File: src/rtl/quadrature_tracker_pkg.sv
// Shared types for the quadrature tracker: resolution modes, tracker states,
// quadrant encoding and the per-mode step filter.
package quadrature_tracker_pkg;

  typedef enum logic [1:0] {
    MODE_X1     = 2'd0,
    MODE_X2     = 2'd1,
    MODE_X4     = 2'd2,
    MODE_X4_ALT = 2'd3
  } mode_t;

  typedef enum logic {
    ACQUIRE = 1'b0,
    TRACK   = 1'b1
  } state_t;

  typedef logic [1:0] quadrant_t;

  // Gray-ordered quadrant: ab=00->0, 01->1, 11->2, 10->3
  function automatic quadrant_t quadrant(input logic a, input logic b);
    quadrant_t q;
    q = {a, a ^ b};
    return q;
  endfunction

  function automatic logic step_counts(input mode_t mode, input quadrant_t q_old,
                                       input quadrant_t q_new);
    logic ok;
    case (mode)
      MODE_X1: ok = ((q_old == 2'd3) && (q_new == 2'd0)) ||
                    ((q_old == 2'd0) && (q_new == 2'd3));
      MODE_X2: ok = (q_old[1] != q_new[1]);
      default: ok = 1'b1;
    endcase
    return ok;
  endfunction

endpackage

File: src/rtl/quadrature_tracker_if.sv
// AXI-Stream pair seen by the tracker: sample input (S_AXIS) and position
// output (M_AXIS). The tracker connects through the slave modport.
interface quadrature_tracker_if #(
  parameter int AXIS_TDATA_WIDTH = 32
);
  logic                        S_AXIS_tvalid;
  logic [AXIS_TDATA_WIDTH-1:0] S_AXIS_tdata;
  logic                        S_AXIS_tready;
  logic                        M_AXIS_tvalid;
  logic [AXIS_TDATA_WIDTH-1:0] M_AXIS_tdata;
  logic                        M_AXIS_tready;

  modport master (
    output S_AXIS_tvalid, S_AXIS_tdata, M_AXIS_tready,
    input  S_AXIS_tready, M_AXIS_tvalid, M_AXIS_tdata
  );

  modport slave (
    input  S_AXIS_tvalid, S_AXIS_tdata, M_AXIS_tready,
    output S_AXIS_tready, M_AXIS_tvalid, M_AXIS_tdata
  );
endinterface

File: src/rtl/quadrature_tracker_hysteresis_comparator.sv
// Signed hysteresis slicer for one quadrature channel; holds its bit inside the
// band and flags resolved once the first decision has been made.
module quadrature_tracker_hysteresis_comparator #(
  parameter int WIDTH = 16
) (
  input  logic                    clk,
  input  logic                    rst,
  input  logic                    i_en,
  input  logic signed [WIDTH-1:0] i_sample,
  input  logic signed [WIDTH-1:0] i_lower,
  input  logic signed [WIDTH-1:0] i_upper,
  output logic                    o_bit,
  output logic                    o_resolved
);

  logic r_bit;
  logic r_resolved;
  logic w_band_ok;

  // An inverted band freezes the channel rather than chattering
  assign w_band_ok = (i_lower <= i_upper);

  always_ff @(posedge clk or posedge rst) begin
    if (rst) begin
      r_bit      <= 1'b0;
      r_resolved <= 1'b0;
    end else if (i_en && w_band_ok) begin
      if (i_sample > i_upper) begin
        r_bit      <= 1'b1;
        r_resolved <= 1'b1;
      end else if (i_sample < i_lower) begin
        r_bit      <= 1'b0;
        r_resolved <= 1'b1;
      end
    end
  end

  assign o_bit      = r_bit;
  assign o_resolved = r_resolved;

endmodule

File: src/rtl/quadrature_tracker.sv
// Two-stage A/B quadrature decoder producing a signed position stream.
// Define QUAD_TRACKER_ERRCNT_EN to build the saturating illegal-jump counter.
module quadrature_tracker
  import quadrature_tracker_pkg::*;
#(
  parameter int AXIS_TDATA_WIDTH = 32,
  parameter int POSITION_WIDTH   = 32
) (
  input  logic                                 aclk,
  input  logic                                 areset,
  input  logic signed [AXIS_TDATA_WIDTH/2-1:0] FC_lower_threshold,
  input  logic signed [AXIS_TDATA_WIDTH/2-1:0] FC_upper_threshold,
  input  logic [1:0]                           FC_mode,
  input  logic                                 FC_clear,
  quadrature_tracker_if.slave                  axis,
  output logic                                 direction,
  output logic [15:0]                          err_count
);

  localparam int HW = AXIS_TDATA_WIDTH / 2;

  logic                      w_adv;
  logic                      w_s1_en;
  logic                      w_bit_a;
  logic                      w_bit_b;
  logic                      w_res_a;
  logic                      w_res_b;
  logic                      r_s1_valid;
  mode_t                     r_s1_mode;
  logic                      w_decode;
  quadrant_t                 w_q;
  quadrant_t                 w_delta;
  quadrant_t                 r_q_old;
  state_t                    r_state;
  state_t                    w_state_next;
  logic                      w_load_q;
  logic                      w_step_up;
  logic                      w_step_dn;
  logic [POSITION_WIDTH-1:0] r_position;
  logic                      r_direction;
  logic                      r_m_tvalid;

  // Whole pipeline advances together; a held output beat freezes both stages
  assign w_adv              = ~r_m_tvalid | axis.M_AXIS_tready;
  assign axis.S_AXIS_tready = w_adv;
  assign w_s1_en            = w_adv & axis.S_AXIS_tvalid;

  quadrature_tracker_hysteresis_comparator #(.WIDTH(HW)) u_cmp_a (
    .clk        (aclk),
    .rst        (areset),
    .i_en       (w_s1_en),
    .i_sample   (axis.S_AXIS_tdata[HW-1:0]),
    .i_lower    (FC_lower_threshold),
    .i_upper    (FC_upper_threshold),
    .o_bit      (w_bit_a),
    .o_resolved (w_res_a)
  );

  quadrature_tracker_hysteresis_comparator #(.WIDTH(HW)) u_cmp_b (
    .clk        (aclk),
    .rst        (areset),
    .i_en       (w_s1_en),
    .i_sample   (axis.S_AXIS_tdata[2*HW-1:HW]),
    .i_lower    (FC_lower_threshold),
    .i_upper    (FC_upper_threshold),
    .o_bit      (w_bit_b),
    .o_resolved (w_res_b)
  );

  always_ff @(posedge aclk or posedge areset) begin
    if (areset) begin
      r_s1_valid <= 1'b0;
      r_s1_mode  <= MODE_X1;
    end else if (w_adv) begin
      r_s1_valid <= axis.S_AXIS_tvalid;
      if (axis.S_AXIS_tvalid) begin
        r_s1_mode <= mode_t'(FC_mode);
      end
    end
  end

  assign w_decode = w_adv & r_s1_valid;
  assign w_q      = quadrant(w_bit_a, w_bit_b);
  assign w_delta  = w_q - r_q_old;

  always_ff @(posedge aclk or posedge areset) begin
    if (areset) begin
      r_state <= ACQUIRE;
    end else begin
      r_state <= w_state_next;
    end
  end

  always_comb begin
    w_state_next = r_state;
    w_load_q     = 1'b0;
    w_step_up    = 1'b0;
    w_step_dn    = 1'b0;
    if (w_decode) begin
      case (r_state)
        ACQUIRE: begin
          if (w_res_a && w_res_b) begin
            w_state_next = TRACK;
            w_load_q     = 1'b1;
          end
        end
        TRACK: begin
          w_load_q = 1'b1;
          if (w_delta == 2'd1) begin
            w_step_up = step_counts(r_s1_mode, r_q_old, w_q);
          end else if (w_delta == 2'd3) begin
            w_step_dn = step_counts(r_s1_mode, r_q_old, w_q);
          end
        end
        default: w_state_next = ACQUIRE;
      endcase
    end
  end

  always_ff @(posedge aclk or posedge areset) begin
    if (areset) begin
      r_q_old     <= 2'd0;
      r_position  <= '0;
      r_direction <= 1'b0;
      r_m_tvalid  <= 1'b0;
    end else if (w_adv) begin
      r_m_tvalid <= r_s1_valid;
      if (w_load_q) begin
        r_q_old <= w_q;
      end
      // Clear wins over a coincident step; tracking state is left untouched
      if (FC_clear) begin
        r_position <= '0;
      end else if (w_step_up) begin
        r_position <= r_position + 1'b1;
      end else if (w_step_dn) begin
        r_position <= r_position - 1'b1;
      end
      if (w_step_up) begin
        r_direction <= 1'b1;
      end else if (w_step_dn) begin
        r_direction <= 1'b0;
      end
    end
  end

  assign axis.M_AXIS_tvalid = r_m_tvalid;
  assign direction          = r_direction;

  generate
    if (POSITION_WIDTH >= AXIS_TDATA_WIDTH) begin : g_trunc
      assign axis.M_AXIS_tdata = r_position[AXIS_TDATA_WIDTH-1:0];
    end else begin : g_sext
      assign axis.M_AXIS_tdata = {{(AXIS_TDATA_WIDTH-POSITION_WIDTH){r_position[POSITION_WIDTH-1]}},
                                  r_position};
    end
  endgenerate

`ifdef QUAD_TRACKER_ERRCNT_EN
  logic        w_illegal;
  logic [15:0] r_err_count;

  assign w_illegal = w_decode && (r_state == TRACK) && (w_delta == 2'd2);

  always_ff @(posedge aclk or posedge areset) begin
    if (areset) begin
      r_err_count <= 16'd0;
    end else if (FC_clear) begin
      r_err_count <= 16'd0;
    end else if (w_illegal && (r_err_count != 16'hFFFF)) begin
      r_err_count <= r_err_count + 16'd1;
    end
  end

  assign err_count = r_err_count;
`else
  assign err_count = 16'd0;
`endif

endmodule
File: src/flat_wrapper.sv
// flat-port wrapper written by rule: the top's interface ports become plain ports
module quadrature_tracker_flat import quadrature_tracker_pkg::*;
#(
  parameter int AXIS_TDATA_WIDTH = 32,
  parameter int POSITION_WIDTH   = 32
)
  (aclk, areset, FC_lower_threshold, FC_upper_threshold, FC_mode, FC_clear, direction, err_count, axis_S_AXIS_tvalid, axis_S_AXIS_tdata, axis_M_AXIS_tready, axis_S_AXIS_tready, axis_M_AXIS_tvalid, axis_M_AXIS_tdata);
  quadrature_tracker_if #(.AXIS_TDATA_WIDTH(AXIS_TDATA_WIDTH)) axis_i ();
  input  logic aclk;
  input  logic areset;
  input  logic signed [AXIS_TDATA_WIDTH/2-1:0] FC_lower_threshold;
  input  logic signed [AXIS_TDATA_WIDTH/2-1:0] FC_upper_threshold;
  input  logic [1:0] FC_mode;
  input  logic FC_clear;
  output logic direction;
  output logic [15:0] err_count;
  input wire logic [$bits(axis_i.S_AXIS_tvalid)-1:0] axis_S_AXIS_tvalid;
  input wire logic [$bits(axis_i.S_AXIS_tdata)-1:0] axis_S_AXIS_tdata;
  input wire logic [$bits(axis_i.M_AXIS_tready)-1:0] axis_M_AXIS_tready;
  output wire logic [$bits(axis_i.S_AXIS_tready)-1:0] axis_S_AXIS_tready;
  output wire logic [$bits(axis_i.M_AXIS_tvalid)-1:0] axis_M_AXIS_tvalid;
  output wire logic [$bits(axis_i.M_AXIS_tdata)-1:0] axis_M_AXIS_tdata;
  assign axis_i.S_AXIS_tvalid = axis_S_AXIS_tvalid;
  assign axis_i.S_AXIS_tdata = axis_S_AXIS_tdata;
  assign axis_i.M_AXIS_tready = axis_M_AXIS_tready;
  assign axis_S_AXIS_tready = axis_i.S_AXIS_tready;
  assign axis_M_AXIS_tvalid = axis_i.M_AXIS_tvalid;
  assign axis_M_AXIS_tdata = axis_i.M_AXIS_tdata;
  quadrature_tracker #(.AXIS_TDATA_WIDTH(AXIS_TDATA_WIDTH), .POSITION_WIDTH(POSITION_WIDTH)) u_core (.aclk(aclk), .areset(areset), .FC_lower_threshold(FC_lower_threshold), .FC_upper_threshold(FC_upper_threshold), .FC_mode(FC_mode), .FC_clear(FC_clear), .axis(axis_i), .direction(direction), .err_count(err_count));
endmodule
File: config.mk
export PLATFORM = sky130hd
export DESIGN_NAME = quadrature_tracker_flat
export DESIGN_NICKNAME = d
export VERILOG_FILES = /design/src/rtl/quadrature_tracker_pkg.sv /design/src/rtl/quadrature_tracker_if.sv /design/src/rtl/quadrature_tracker_hysteresis_comparator.sv /design/src/rtl/quadrature_tracker.sv /design/src/flat_wrapper.sv
export SDC_FILE = /design/constraint.sdc
export NUM_CORES = 1
export LEC_CHECK = 0
export ABC_AREA = 1
export CAP_MARGIN = 20
export CORE_MARGIN = 1
export CORE_UTILIZATION = 48
export DETAILED_ROUTE_END_ITERATION = 16
export GPL_ROUTABILITY_DRIVEN = 0
export HOLD_SLACK_MARGIN = 0.06
export PLACE_DENSITY_LB_ADDON = 0.15
export SETUP_SLACK_MARGIN = 0.2
export SLEW_MARGIN = 20
export SYNTH_ARGS = -nofsm -noshare
export SYNTH_HDL_FRONTEND = slang
export SYNTH_SLANG_ARGS = --single-unit
File: constraint.sdc
create_clock -name aclk -period 3.7 [get_ports aclk]
set_clock_uncertainty 0.1 [all_clocks]
set_input_delay 0.37 -clock aclk [delete_from_list [all_inputs] [get_ports aclk]]
set_output_delay 0.37 -clock aclk [all_outputs]
set_load 0.005 [all_outputs]
==> impl_metrics.env, run 1 <==
export IMPL_dr_pass1_iters=5
export IMPL_synth_avg_cell_area_um2=6.71
export IMPL_regArea_um2=1100
export IMPL_dr_first_iter_drc_count=242
export IMPL_synth_seq_cells=44
export IMPL_n_fill_cell=1168
export IMPL_hold_viol_final=0
export IMPL_synth_top_cell_by_area="ha_1"
export IMPL_mostFrequentLayoutCell="nand2_1"
export IMPL_synth_seq_area_share=0.187
export IMPL_slowest_stage="ha_2"
export IMPL_end_kind="register"
export IMPL_grt_antenna_before_repair=0
export IMPL_synthCells=880
export IMPL_cap_violations=0
export IMPL_area_delta_synth_final_pct=24.6
export IMPL_cp_max_fo=8
export IMPL_dieHeight_um=113
export IMPL_synthTopCellsByArea="ha_1 25%, dfrtp_1 19%, nand2_1 17%"
export IMPL_status="finished, final reports clean"
export IMPL_hold_buffers=0
export IMPL_path_clk_slew_ns=0.06
export IMPL_finalCritPeriodShare=0.890
export IMPL_cts_tree="yes"
export IMPL_slew_headroom=0.383
export IMPL_vias=5780
export IMPL_place_hpwl_um=11900
export IMPL_r2r_start="u_core.u_cmp_b.o_bit$_DFFE_PP0P_"
export IMPL_cts_htree_levels=2
export IMPL_crit_path_end="u_core.axis.M_AXIS_tdata[31]$_DFFE_PP0P_"
export IMPL_r2r_setup_slack_ns=0.41
export IMPL_numCtsBuffers=5
export IMPL_finish_instance_area_um2=7350
export IMPL_ant_nets=0
export IMPL_die_area_um2=12700
export IMPL_gr_usage_all_layers=0.225
export IMPL_cp_slowest_stage_delay_ns=0.38
export IMPL_initial_core_util=0.491
export IMPL_crit_path_start="u_core.u_cmp_b.o_bit$_DFFE_PP0P_"
export IMPL_synthDistinctLibCells=37
export IMPL_ctsRootBufferMaster="clkbuf_16"
export IMPL_core_area_um2=12000
export IMPL_drc=0
export IMPL_die_x_um=113
export IMPL_clock_latency_ns=0.29
export IMPL_io_buffers=105
export IMPL_crit_top_cell="nand2_1"
export IMPL_worst_r2r_path_depth=18
export IMPL_netlist_area_um2=5900
export IMPL_grt_pass1_vias=5439
export IMPL_cp_arrival_ns=3.37
export IMPL_setup_tns_ns=0
export IMPL_finalWorstSetupSlack_ns=0.406
export IMPL_timing_rr_end="u_core.axis.M_AXIS_tdata[31]$_DFFE_PP0P_"
export IMPL_fin_crit_ns=3.29
export IMPL_crit_chain="inv_1, ha_1, inv_1, ha_1, nor3_4, nand3_4, buf_4, buf_4, ha_2, nand2_1, nor2_1, inv_1, nor4_4, nand2_1, nand2_1, nand3_1, nand3_1, nand2_1"
export IMPL_multi_input_area_um2=4280
export IMPL_crit_type="reg -> reg"
export IMPL_rsz0062_at_grt="false"
export IMPL_cp_required_ns=3.78
export IMPL_grt_overflow_total=0
export IMPL_place_ws_ns=0.222
export IMPL_hold_path_class="reg -> reg"
export IMPL_synth_edf_count=0
export IMPL_grt_pass1_wl_um=23500
export IMPL_wl_um=14200
export IMPL_drt_vias_per_instance=5.03
export IMPL_clock_sinks=44
export IMPL_place_area_um2=7100
export IMPL_setup_viol=0
export IMPL_layout_common_cells="262 x nand2_1, 124 x inv_1, 117 x ha_1, 105 x clkdlybuf4s50_1, 70 x nor2_1"
export IMPL_wl_per_cell_um=12.4
export IMPL_clock_path_buffers=2
export IMPL_ys_async_sr_fraction=1.00
export IMPL_tightest_slew_ns=0.924
export IMPL_min_from="u_core.u_cmp_a.o_resolved$_DFFE_PP0P_"
export IMPL_final_max_slew_viol_count=0
export IMPL_io_pins=122
export IMPL_fp_row_count=40
export IMPL_insertedDiodeCount=0
export IMPL_start_kind="register"
export IMPL_yosysTopAreaCellShare=0.250
export IMPL_drive_gt1_frac=0.0579
export IMPL_ys_flop_type="dfrtp_1"
export IMPL_grt_max_degree=45
export IMPL_yosys_warnings=0
export IMPL_finalNetCount=1190
export IMPL_max_freq_ghz=0.304
## per-layer routing
layer / part of all wire / vias up / track usage
met3: 0.037 / 39 / 0.0198
met1: 0.45 / 2508 / 0.272
li1: - / 3083 / -
met2: 0.48 / 150 / 0.418
met4: 0.030 / 0 / 0.0763
met5: 0 / - / 0
## synthesized netlist by cell type, types with 2 or more instances
cell type,count
nand4_1,6
o21ai_0,39
ha_1,118
nor4_1,2
nand2b_1,2
nand3b_1,2
o21bai_1,4
nand3_1,46
nand2_1,262
o21ai_2,13
nand2_2,2
xnor2_1,7
o21a_1,4
nor2_1,70
a21oi_1,68
nor3_1,13
inv_1,125
a21boi_1,2
buf_4,19
a21oi_2,2
xor2_1,8
dfrtp_1,44
o21ai_1,8
## critical path: cells and delay by family (launching register included)
family,cells,cell delay [ns]
buf+inv,5,0.55
flops,1,0.34
simple gates,10,1.25
fa+ha+maj,3,0.95
## flip-flops by register name (all words and copies together), names as in the netlist
register	cells
u_core.r_state	1
u_core.r_s1_mode	2
u_core.u_cmp_b.o_bit	1
u_core.u_cmp_a.o_bit	1
u_core.r_s1_valid	1
u_core.axis.M_AXIS_tvalid	1
u_core.u_cmp_a.o_resolved	1
u_core.r_q_old	2
u_core.u_cmp_b.o_resolved	1
u_core.direction	1
u_core.axis.M_AXIS_tdata	32
## repair_timing
action / CTS / global route
setup endpoints to repair: 0 / 18
gates resized for setup: 0 / 10
hold endpoints to repair: 0 / 0
buffers inserted: 0 / 5
## worst min-delay path by stage
| stage | to | cells past startpoint | slack, ns |
|---|---|---|---|
| after floorplan | u_core.u_cmp_a.o_resolved$_DFFE_PP0P_ | 2 | 0.32 |
| after global placement | u_core.u_cmp_a.o_resolved$_DFFE_PP0P_ | 2 | 0.34 |
| after detailed placement | u_core.u_cmp_b.o_resolved$_DFFE_PP0P_ | 2 | 0.35 |
| after CTS | u_core.u_cmp_a.o_resolved$_DFFE_PP0P_ | 2 | 0.37 |
| after global routing | u_core.u_cmp_b.o_resolved$_DFFE_PP0P_ | 2 | 0.38 |
| final | u_core.u_cmp_a.o_resolved$_DFFE_PP0P_ | 2 | 0.36 |
## through the flow
stage          utilization  hold WS (ns)  std cells
2_1_floorplan            -         0.318        895
3_3_place_gp         0.591         0.343       1134
3_5_place_dp         0.591         0.347       1134
4_1_cts              0.604         0.365       1142
5_1_grt              0.612         0.379       1148
6_report             0.612         0.364       1148
## area by class of cell
type	count	share of cell area
inverters	127	0.0652
clock inverters	2	0.00136
multi-input cells	704	0.582
well taps	147	0.0250
flip-flops and latches	44	0.150
repair buffers	118	0.158
clock buffers	6	0.0189
## cells by family after synthesis
family,Yosys count,synth area share
multiplexers,1,0.00191
AND/OR/NAND/NOR,408,0.285
AO/OA/AOI/OAI,143,0.137
XOR/XNOR,16,0.0250
other,1,0.000635
buffers and inverters,148,0.111
flip-flops,44,0.187
adder cells (fa/ha/maj),119,0.254
Power of run 1 is left out: the tool's default activity adds up to more than one toggle a clock period on the data nets, which glitch-free logic cannot reach.
==> run 2: changes to the inputs <==
ABC_AREA = not set   (was 1)
CORE_UTILIZATION = 50   (was 48)
clock period = 4.02 ns   (was 3.7 ns; I/O delays follow)
==> run 2 against run 1 <==
  * The flow now finishes with violations (setup timing)
  * Hold slack better by 0.043 ns
  * Synthesized cell count shrank 28%
  * Cell count decreased by 18%
  * Setup slack worse by 0.52 ns
  * Fmax decreased by 20%
  * Die area fell by 12%
  * Critical endpoint is now u_core.axis.M_AXIS_tdata[19]$_DFFE_PP0P_
  * Highest routed layer unchanged
==> impl_metrics.env, run 2 <==
export IMPL_status="complete, but fails checks"
export IMPL_failed_checks="setup timing"
export IMPL_netlist_area_um2=5370
export IMPL_mostFrequentLayoutCell="clkdlybuf4s50_1"
export IMPL_drt_vias_per_instance=5.79
export IMPL_synth_top_cell_by_area="ha_1"
export IMPL_ctsRootBufferMaster="clkbuf_8"
export IMPL_dp_cells=906
export IMPL_grt_pass1_vias=5444
export IMPL_synth_seq_cells=44
export IMPL_cp_arrival_ns=4.24
export IMPL_setup_tns_ns=-0.631
export IMPL_finish_instance_area_um2=7700
export IMPL_yosys_warnings=0
export IMPL_slew_headroom=0.476
export IMPL_core_area_um2=10400
export IMPL_wl_um=15800
export IMPL_start_kind="register"
export IMPL_pwr_density_cell_nw_per_um2=888
export IMPL_max_freq_ghz=0.242
export IMPL_cp_required_ns=4.12
export IMPL_place_hpwl_um=11800
export IMPL_clock_path_buffers=2
export IMPL_layout_common_cells="105 x clkdlybuf4s50_1, 94 x ha_1, 61 x buf_4, 56 x nand2_1, 48 x inv_1"
export IMPL_synthDistinctLibCells=64
export IMPL_initial_core_util=0.517
export IMPL_synth_commonest_cells="118 x ha_1, 58 x nand2_1, 52 x inv_1, 52 x o21ai_0, 44 x dfrtp_1"
export IMPL_wl_per_cell_um=16.9
export IMPL_yosysMostFrequentCell="ha_1"
export IMPL_place_ws_ns=-0.183
export IMPL_power_mw=6.84
export IMPL_path_clk_slew_ns=0.11
export IMPL_grt_max_degree=45
export IMPL_grt_pass1_wl_um=25800
export IMPL_insertedDiodeCount=0
export IMPL_synthCells=630
export IMPL_ys_flop_type="dfrtp_1"
export IMPL_dr_first_iter_drc_count=241
export IMPL_largest_reg_flops=32
export IMPL_hold_viol_final=0
export IMPL_setup_viol=9
export IMPL_drive_gt1_frac=0.198
export IMPL_vdd_ir_drop_max_v=0.000571
export IMPL_clock_sinks=44
export IMPL_synth_seq_area_share=0.205
export IMPL_grt_overflow_total=0
export IMPL_end_kind="register"
export IMPL_fin_crit_ns=4.14
export IMPL_hold_slack_ns=0.407
export IMPL_die_area_um2=11200
export IMPL_final_max_slew_viol_count=0
export IMPL_synth_edf_count=0
export IMPL_dr_pass1_iters=5
export IMPL_grt_antenna_before_repair=0
export IMPL_finalCritPeriodShare=1.03
export IMPL_final_util=0.743
export IMPL_finalNetCount=991
export IMPL_clock_latency_ns=0.32
export IMPL_p_leak_nw=3.71
export IMPL_ant_nets=0
export IMPL_final_cells=938
export IMPL_tightest_slew_ns=0.786
export IMPL_vias=5429
export IMPL_gr_usage_all_layers=0.285
export IMPL_place_area_um2=6940
export IMPL_cp_max_fo=6
export IMPL_fp_row_count=37
export IMPL_drc=0
export IMPL_cts_htree_levels=2
export IMPL_cts_tree="yes"
export IMPL_area_delta_synth_final_pct=43.5
export IMPL_synth_avg_cell_area_um2=8.52
export IMPL_io_pins=122
export IMPL_ys_async_sr_fraction=1.00
export IMPL_io_buffers=105
export IMPL_crit_type="reg -> reg"
export IMPL_hold_path_class="reg -> reg"
export IMPL_finalWorstSetupSlack_ns=-0.117
export IMPL_yosysTopAreaCellShare=0.275
export IMPL_die_x_um=106
export IMPL_dieHeight_um=106
export IMPL_numCtsBuffers=5
export IMPL_rsz0062_at_grt="true"
export IMPL_cap_violations=0
export IMPL_synthTopCellsByArea="ha_1 28%, dfrtp_1 21%, a21o_1 5.2%"
-- run 2: what timing repair did --
action | CTS | global route
setup buffers | 16 | 6
setup endpoints to repair | 15 | 23
resized for setup | 56 | 25
hold buffers | 0 | 0
pin swaps | 21 | 15
cloned | 2 | 0
-- run 2: cells by family (layout without fill, tap and decap cells) --
group	after synthesis	count (layout)	share of synthesized area
adders and majority gates	119	119	0.279
DFF	44	44	0.205
xor gates and xnor gates	28	28	0.0457
buffers and inverters	78	234	0.0660
other	1	16	0.000699
AOI/OAI and AO/OA	195	195	0.243
and+or+nand+nor	160	161	0.150
muxes	5	5	0.00979
-- run 2: layout make-up --
class,instances,area [um^2]
multi-input cells,524,4500
fillers,740,2670
repair buffers,174,1620
flip-flops and latches,44,1100
inverters,52,198
well taps,136,170
clock buffers,5,68.8
clock inverters,3,42.5
-- run 2: worst max-delay path, stage by stage, from the launching register on --
cell and delay [ns]:
dfrtp_1 0.38, inv_2 0.06, ha_4 0.27, inv_4 0.03, ha_4 0.15, xnor2_2 0.17, xnor2_2 0.16, buf_4 0.16
or3b_4 0.46, buf_4 0.20, ha_1 0.24, a21o_1 0.22, a2111oi_4 0.32, a21o_1 0.22, buf_4 0.14, o21bai_1 0.10
a21oi_2 0.20, mux2i_1 0.10, or3_1 0.38
-- run 2: where the power goes --
| group | switching, mW | internal [mW] | leakage (nW) |
|---|---|---|---|
| combinational | 2.73 | 3.01 | 3.09 |
| sequential | 0.161 | 0.572 | 0.569 |
| clock | 0.178 | 0.184 | 0.0541 |
-- run 2: worst paths after layout --
check	slack [ns]	startpoint	to	cells after the start
worst max-delay path	-0.12	u_core.u_cmp_a.o_bit$_DFFE_PP0P_	u_core.axis.M_AXIS_tdata[19]$_DFFE_PP0P_	18
worst min-delay path	0.41	u_core.r_state$_DFFE_PP0P_	u_core.r_state$_DFFE_PP0P_	1
worst max register to register	-0.12	u_core.u_cmp_a.o_bit$_DFFE_PP0P_	u_core.axis.M_AXIS_tdata[19]$_DFFE_PP0P_	18
worst min register to register	0.41	u_core.r_state$_DFFE_PP0P_	u_core.r_state$_DFFE_PP0P_	1
max in group asynchronous	3.00	areset	u_core.axis.M_AXIS_tdata[6]$_DFFE_PP0P_	3
min in group asynchronous	0.43	areset	u_core.axis.M_AXIS_tdata[23]$_DFFE_PP0P_	3
-- run 2: per-layer routing --
layer	routed length, um	GRT usage	share of wire
met5	0	0	0
met4	425	0.0883	0.027
met2	7670	0.500	0.48
met3	771	0.0414	0.049
met1	6970	0.360	0.44
Power figures use the tool's default switching activity.
==> run 3: changes to the inputs <==
GPL_TIMING_DRIVEN = 0   (was not set)
==> run 3 against run 2 <==
  * The run still ends with setup timing left
  * Flip-flop and latch count stayed put
  * Wire length grew 3.6%
  * Die area is the same
  * Utilization rose by 0.39 points
  * Global-route usage increased by 0.070 points
  * Setup slack worse by 0.15 ns
  * Final area up 0.52%
  * Critical path type unchanged
  * Highest routed layer unchanged
==> impl_metrics.env, run 3 (synthesis results as in run 2) <==
export IMPL_crit_type="reg -> reg"
export IMPL_start_kind="register"
export IMPL_drc=0
export IMPL_grt_max_degree=29
export IMPL_p_leak_nw=3.74
export IMPL_cts_tree="yes"
export IMPL_failed_checks="setup timing"
export IMPL_wl_per_cell_um=17.7
export IMPL_p_comb_frac=0.841
export IMPL_largest_reg_flops=32
export IMPL_grt_antenna_before_repair=0
export IMPL_io_pins=122
export IMPL_netSwitchingFraction=0.465
export IMPL_die_area_um2=11200
export IMPL_max_freq_ghz=0.233
export IMPL_regArea_um2=1100
export IMPL_multi_input_area_um2=4560
export IMPL_fin_crit_ns=4.29
export IMPL_place_hpwl_um=11600
export IMPL_cts_htree_levels=2
export IMPL_cap_violations=0
export IMPL_cp_max_fo=4
export IMPL_hold_path_class="in -> async"
export IMPL_place_ws_ns=-0.666
export IMPL_vdd_ir_drop_max_v=0.000706
export IMPL_finalNetCount=982
export IMPL_dr_first_iter_drc_count=263
export IMPL_mostFrequentLayoutCell="clkdlybuf4s50_1"
export IMPL_dieHeight_um=106
export IMPL_ctsRootBufferMaster="clkbuf_8"
export IMPL_gr_usage_all_layers=0.286
export IMPL_rsz0062_at_grt="true"
export IMPL_die_x_um=106
export IMPL_grt_overflow_total=0
export IMPL_vias=5475
export IMPL_ant_nets=0
export IMPL_wl_um=16400
export IMPL_finish_instance_area_um2=7740
export IMPL_power_mw=6.90
export IMPL_io_buffers=105
export IMPL_layout_common_cells="105 x clkdlybuf4s50_1, 98 x ha_1, 53 x nand2_1, 48 x inv_1, 44 x dfrtp_1"
export IMPL_power_switching_mw=3.21
export IMPL_area_delta_synth_final_pct=44.2
export IMPL_cp_required_ns=4.12
export IMPL_place_area_um2=6790
export IMPL_cp_arrival_ns=4.38
export IMPL_setup_viol=11
export IMPL_status="complete, but fails checks"
export IMPL_end_kind="register"
export IMPL_path_clk_slew_ns=0.09
export IMPL_clock_path_buffers=2
export IMPL_intPower_mw=3.69
export IMPL_slew_headroom=0.545
export IMPL_numCtsBuffers=5
export IMPL_pwr_share_seq=0.106
export IMPL_dr_pass1_iters=5
export IMPL_grt_pass1_wl_um=25600
export IMPL_insertedDiodeCount=0
export IMPL_fp_row_count=37
export IMPL_core_area_um2=10400
export IMPL_drt_vias_per_instance=5.89
export IMPL_finalWorstSetupSlack_ns=-0.266
export IMPL_clkPwrFrac=0.053
export IMPL_clock_latency_ns=0.32
export IMPL_initial_core_util=0.517
export IMPL_n_fill_cell=730
export IMPL_hold_viol_final=0
export IMPL_finalCritPeriodShare=1.07
export IMPL_clock_sinks=44
export IMPL_grt_pass1_vias=5371
export IMPL_pwr_density_cell_nw_per_um2=892
export IMPL_final_max_slew_viol_count=0
export IMPL_drive_gt1_frac=0.190
export IMPL_tightest_slew_ns=0.679
-- run 3: cell type report --
type	instances	share of cell area
Timing Repair Buffer	140	0.183
Clock buffer	5	0.00889
Tap cell	136	0.0220
Multi-Input combinational cell	523	0.589
Inverter	52	0.0252
Sequential cell	44	0.142
Buffer	26	0.0242
Clock inverter	3	0.00550
-- run 3: per-layer routing --
layer,vias up,part of all wire,track usage
li1,2616,-,-
met1,2580,0.41,0.352
met2,221,0.50,0.514
met3,58,0.052,0.0297
met4,0,0.037,0.101
met5,-,0,0
-- run 3: critical path: stages, from the launching register on --
cell	delay [ns]
dfrtp_1	0.38
inv_2	0.06
ha_4	0.25
inv_2	0.04
ha_4	0.16
xnor2_4	0.12
xnor2_2	0.17
or3b_4	0.46
buf_8	0.16
ha_1	0.32
o21a_1	0.19
o21ai_0	0.14
a211o_1	0.32
a21o_1	0.22
o41a_4	0.40
o21a_4	0.23
mux2i_1	0.11
or3_1	0.34
-- run 3: timing repair --
item,4_1_cts,5_1_grt
setup endpoints to repair,18,24
resized for setup,45,60
pin swaps,28,25
buffers inserted,22,9
endpoints found under the hold margin,0,0
hold buffers,0,0
gates cloned,3,0
-- run 3: path summary, 6_finish.rpt --
check                                                  from                                  endpoint  slack (ns)  depth (start not counted)
min                                                  areset           u_core.r_s1_mode[0]$_DFFE_PP0P_        0.29                          2
max reg2reg                u_core.u_cmp_a.o_bit$_DFFE_PP0P_  u_core.axis.M_AXIS_tdata[27]$_DFFE_PP0P_       -0.27                         17
max                        u_core.u_cmp_a.o_bit$_DFFE_PP0P_  u_core.axis.M_AXIS_tdata[27]$_DFFE_PP0P_       -0.27                         17
min reg2reg                      u_core.r_state$_DFFE_PP0P_                u_core.r_state$_DFFE_PP0P_        0.42                          1
min in group aclk                u_core.r_state$_DFFE_PP0P_                u_core.r_state$_DFFE_PP0P_        0.42                          1
max in group asynchronous                            areset  u_core.axis.M_AXIS_tdata[13]$_DFFE_PP0P_        3.03                          3
-- run 3: through the flow --
step / std cells / TNS [ns] / utilization / hold slack [ns]
after floorplan: 645 / -0.0601 / - / 0.360
after global placement: 886 / -4.77 / 0.653 / 0.377
after detailed placement: 887 / -6.38 / 0.655 / 0.399
after CTS: 920 / -0.760 / 0.713 / 0.317
after global routing: 929 / -3.45 / 0.746 / 0.319
final: 929 / -1.51 / 0.746 / 0.294
-- run 3: power by group through the flow --
stage | registers [mW] | logic, mW | clock network [mW]
2_1_floorplan | 0.697 | 2.96 | 0
3_3_place_gp | 0.710 | 3.74 | 0
3_5_place_dp | 0.718 | 3.86 | 0
4_1_cts | 0.718 | 4.73 | 0.363
5_1_grt | 0.752 | 6.19 | 0.383
6_report | 0.734 | 5.80 | 0.365
